==> config.mk <==
export PLATFORM = sky130hd
export DESIGN_NAME = brg
export DESIGN_NICKNAME = d
export VERILOG_FILES = /design/src/rtl/brg.sv
export SDC_FILE = /design/constraint.sdc
export NUM_CORES = 1
export LEC_CHECK = 0
export ABC_AREA = 1
export CORE_UTILIZATION = 55
export CTS_CLUSTER_SIZE = 30
export DETAILED_ROUTE_END_ITERATION = 16
export HOLD_SLACK_MARGIN = 0.15
export PLACE_DENSITY = 0.84
export SYNTH_ARGS = -nofsm -noshare
export SYNTH_HDL_FRONTEND = slang
export SYNTH_SLANG_ARGS = --single-unit
==> constraint.sdc <==
create_clock -name clk -period 3.2 [get_ports clk]
set_clock_uncertainty 0.1 [all_clocks]
set_input_delay 0.32 -clock clk [delete_from_list [all_inputs] [get_ports clk]]
set_output_delay 0.32 -clock clk [all_outputs]
set_load 0.02 [all_outputs]
==> src/rtl/brg.sv <==
// Baud-rate generator: a 16-bit programmable divisor drives a down-counter that
// emits a one-cycle registered enable strobe once every DIV clock cycles.
module brg (
    input  logic       clk,
    input  logic       rst,
    input  logic [1:0] i_ioaddr_brg,
    input  logic [7:0] i_brg_bus,
    output logic       en
);

    localparam logic [1:0] ADDR_DB_LO = 2'b10;
    localparam logic [1:0] ADDR_DB_HI = 2'b11;

    logic [7:0]  db_lo;
    logic [7:0]  db_hi;
    logic [15:0] cnt;
    logic [15:0] div;
    logic [15:0] new_div;
    logic        div_write;

    assign div       = {db_hi, db_lo};
    assign div_write = (i_ioaddr_brg == ADDR_DB_LO) || (i_ioaddr_brg == ADDR_DB_HI);

    // Divisor as it will look after this edge's write, so the reload uses the fresh value
    always_comb begin
        new_div = div;
        if (i_ioaddr_brg == ADDR_DB_LO) begin
            new_div[7:0] = i_brg_bus;
        end else if (i_ioaddr_brg == ADDR_DB_HI) begin
            new_div[15:8] = i_brg_bus;
        end
    end

    always_ff @(posedge clk or negedge rst) begin
        if (!rst) begin
            db_lo <= 8'h00;
            db_hi <= 8'h00;
            cnt   <= 16'h0000;
            en    <= 1'b0;
        end else if (div_write) begin
            if (i_ioaddr_brg == ADDR_DB_HI) begin
                db_hi <= i_brg_bus;
            end else begin
                db_lo <= i_brg_bus;
            end
            // A zero divisor parks the counter at 0 rather than wrapping to 0xFFFF
            cnt <= (new_div == 16'h0000) ? 16'h0000 : new_div - 16'd1;
            en  <= 1'b0;
        end else if (div == 16'h0000) begin
            cnt <= 16'h0000;
            en  <= 1'b0;
        end else if (cnt == 16'h0000) begin
            cnt <= div - 16'd1;
            en  <= 1'b1;
        end else begin
            cnt <= cnt - 16'd1;
            en  <= 1'b0;
        end
    end

endmodule

### Word level (Yosys, flattened, before mapping)

Index checks and enable logic that the tools add are counted.

* add/subtract/negate cells: 3
* equality and inequality tests: 2
* mux-type cells: 10
* bitwise logic cells: 1
* reductions and logical operators: 5

Operators by type and width (count)
* two-way mux 16 bit: 4
* logical NOT 16 bit: 3
* subtractor 16 x 1 -> 16 bit, second input constant: 3
* two-way mux 8 bit: 3
* equality test 2 bit, second input constant: 2
* two-way mux 1 bit: 3
* AND reduction 2 bit: 1
* logical OR 1 bit: 1
* NOT 1 bit: 1

* bits in registers: 33
* input bits: 12
* output and inout port bits: 1

### Longest topological paths before layout

* depth in word-level cells: 6
* mapped depth: 15
* mapped depth without buffers: 14

### Worst setup path before layout

Ideal clock, no wire load.

* kind: reg-to-reg
* start: register cnt[11]
* end: register cnt[12]
* setup time: 119 ps
* arrival time: 1629 ps
* required time: 2981 ps
* setup slack: 1352 ps
* stages on the path, launching flop included: 13
* path buffers: 0
* clock period less this slack: 1848 ps
* cells stage by stage: dfrtp_1 nor2_1 nand2_1 nor2_1 nand2_2 inv_1 a21oi_1 ha_1 nand3_1 nor2_2 nand3_1 nand3_1 o21ai_2

* cells in the longest elaborated chain, start to end: 4

RTL lines
* start, declared: line 16 `logic [15:0] cnt;`
* start signal, assigned: line 47 `cnt <= (new_div == 16'h0000) ? 16'h0000 : new_div - 16'd1;`
* start signal, assigned: line 53 `cnt <= div - 16'd1;`
* start signal, assigned: line 56 `cnt <= cnt - 16'd1;`
* subtractor 16 x 1 -> 16 bit or logical NOT 16 bit (tied branches): line 56, 52
* two-way mux 16 bit *: line 52 `end else if (cnt == 16'h0000) begin`
* two-way mux 16 bit *: line 49 `end else if (div == 16'h0000) begin`
* two-way mux 16 bit *: line 40 `end else if (div_write) begin`

Mark *: on every way between the ends. The rest lies on a longest branch, timed or not.
A chain may end at the register's enable or synchronous reset.

### Final worst setup path

* start: input i_ioaddr_brg[1]
* end: register cnt[11]

* cells in the longest elaborated chain, start to end: 6

RTL lines
* start, declared: line 6 `input logic [1:0] i_ioaddr_brg,`
* equality test 2 bit: line 22, 29
* two-way mux 8 bit
* two-way mux 8 bit: line 27 `if (i_ioaddr_brg == ADDR_DB_LO) begin`
* subtractor 16 x 1 -> 16 bit or logical NOT 16 bit (tied branches): line 47
* two-way mux 16 bit: line 47
* two-way mux 16 bit *: line 40

Marked as above.

==> results.cfg <==
[detailed_routing]
routedWlPerCell_um = 14.2
drc_errors = 0
wl_mm = 5.63
antenna_left = 0
viasPerCell = 5.39
firstDrtPassIters = 4
vias = 2136
drtIter0Drc = 135

[worst_setup_path]
slowest_stage = clkdlybuf4s50_1
worstPathCellList = clkdlybuf4s50_1 -> nand2_2 -> o21ai_0 -> nand2_1 -> nor2_1 -> nand2_1 -> nor2_1 -> nand3_1 -> nand2_2 -> inv_2 -> nand3_1 -> nand2_1
crit_start = i_ioaddr_brg[1]
max_stage_delay_ps = 640
critPathKind = in -> reg
reg2reg_from = cnt[4]
crit_end = cnt[11]
start_kind = input port
required_ps = 3280
crit_cells = 12
crit_buf_inv = 2
critPathMaxFanout = 16
endpoint_kind = register
rr_endpoint = cnt[10]
crit_top_cell = nand2_1
rrSetupSlack_ps = 680
crit_family = simple AND/OR/NAND/NOR gates
r2r_cells = 13
crit_arrival_ps = 2630

[global_routing]
gr-total-overflow = 0
grt.total_usage_pct = 28.5
antenna_found_initial = 0
grt_pass1_wl_mm = 9.30
grt_max_degree = 34
grt_pass1_vias = 1960

[clocking]
clkSinkCount = 33
root_buffer = clkbuf_8
clkLatencyLatePin_ps = 290
hold_buffers = 0
ctsResizeCount = 0
cts_buffer_depth = 2
cts_setup_buffers = 0
cts-htree-levels = 2
cts_buffers = 5
clk_pin_slew_worst_paths_ps = 70
cts_tree = yes

[power]
powerDensity_nw_per_um2 = 480
leakage_nw = 1.31
vdd_drop_max_v = 0.000348

[timing]
whs_ps = 339
rsz0062_at_grt = no
finalHoldViolCount = 0
slew_viol_final = 0
setup_viol = 0
tns_ps = 0
slew_headroom_pct = 70.8
finalCritPeriodShare_pct = 79.7
max_freq_ghz = 0.392
finalCriticalPeriod_ps = 2550
tightest_slew_ps = 438

[floorplan]
core_um2 = 4060
rows = 23
io_pins = 13
die_h_um = 67.3
die_w_um = 67.3
die_area_um2 = 4540
initial_core_util_pct = 57.9

[worst_hold_path]
hold_path.class = in -> async

[job]
max_cap_viol_count = 0

[layout]
num-nets-final = 360
area_growth_pct = 10.5
drive_above_1_share_pct = 14.2
n_antenna_cell = 0

[outcome]
status = finished, final reports clean

[synthesis]
ys_ff_latch = 33
postSynthAreaPerCell_um2 = 7.14
netlist_instances = 329
ys.warnings.count = 0
yosys.cell_types.count = 29
netlist_area_um2 = 2350
synth_fp_nets = 344
ys_seq_area_share_pct = 35.2

[placement]
hpwl_mm = 4.37
portBuffers = 12
place_congestion = 0.917
[cells by family after synthesis]
group                      count (synthesis)  synth area share, %
and+or+nand+nor                          183                 35.6
AOI/OAI and AO/OA                         35                 11.6
xor gates and xnor gates                  14                 5.54
DFF                                       33                 35.2
buffers and inverters                     61                 10.5
adders and majority gates                  3                 1.60
[layer usage]
metal	wire length, µm	GRT usage, %
met5	0	0
met3	284	4.56
met1	2490	38.7
met2	2730	45.5
met4	118	11.2
[state kept, by name, indices dropped and copies added, names as in the netlist]
register  flops
cnt          16
db_hi         8
db_lo         8
en            1
[layout make-up]
type,count,area (µm²)
clock inverters,2,10.0
repair buffers,15,143
well taps,50,62.6
fillers,332,1460
multi-input cells,235,1270
inverters,55,206
clock buffers,6,72.6
flip-flops and latches,33,826
[Yosys cell counts (all sizes together)]
| cell | count | share of area [%] |
|---|---|---|
| inv | 55 | 8.8 |
| o21bai | 4 | 1.3 |
| clkbuf | 1 | 0.16 |
| o22ai | 6 | 3.2 |
| xor2 | 12 | 4.5 |
| nand4 | 4 | 1.3 |
| o21ai | 21 | 6.2 |
| nor4 | 4 | 1.1 |
| buf | 5 | 1.6 |
| ha | 3 | 1.6 |
| nand3 | 37 | 8.5 |
| nand3b | 1 | 0.32 |
| dfrtp | 33 | 35 |
| xnor2 | 2 | 1.1 |
| nor2 | 46 | 8.6 |
| nor3 | 2 | 0.43 |
| nand2 | 89 | 15 |
| a21oi | 4 | 0.85 |
[how the worst min path moves through the flow]
stage	to	slack (ps)	cells past startpoint
2_1_floorplan	cnt[0]	-80	0
3_3_place_gp	db_lo[6]	470	2
3_5_place_dp	cnt[0]	470	3
4_1_cts	cnt[6]	350	2
5_1_grt	cnt[11]	390	2
6_report	cnt[13]	340	2
[cells in the final DEF, fill, tap and decap left out]
master,instances
ha_1,3
a21oi_1,4
clkbuf_8,5
clkinv_2,2
o21ai_2,8
nand2_2,10
nand2_1,79
inv_2,3
nor2_2,3
xnor2_1,1
nor2_4,3
nand3_2,3
o21ai_0,5
nor3_1,2
clkbuf_1,1
nand3_1,34
nand4_1,3
buf_4,3
o21ai_4,1
nor2_1,40
nand4_2,1
xor2_1,12
nand3b_1,1
clkdlybuf4s50_1,12
dfrtp_1,33
inv_1,52
o21bai_1,4
o22ai_2,6
nor4_1,4
xnor2_2,1
o21ai_1,7
[through the flow]
stage / utilization (%) / setup slack [ps] / instance area (µm²) / instances / power (W)
after floorplan: - / 1350 / 2350 / 329 / 0.000832
after global placement: 61.9 / 501 / 2510 / 388 / 0.000924
after detailed placement: 61.9 / 437 / 2510 / 388 / 0.000941
after CTS: 64.0 / 677 / 2590 / 396 / 0.00124
after global routing: 64.0 / 377 / 2590 / 396 / 0.00132
final: 64.0 / 648 / 2590 / 396 / 0.00125
[power breakdown]
group	internal (W)	switching [W]	leakage [nW]	total [W]
logic	0.000144	0.000274	0.873	0.000418
registers	0.000481	0.0000454	0.392	0.000526
clock network	0.000150	0.000151	0.0450	0.000302
total	0.000776	0.000470	1.31	0.00125
No activity file was read; power rests on OpenSTA's default activity.
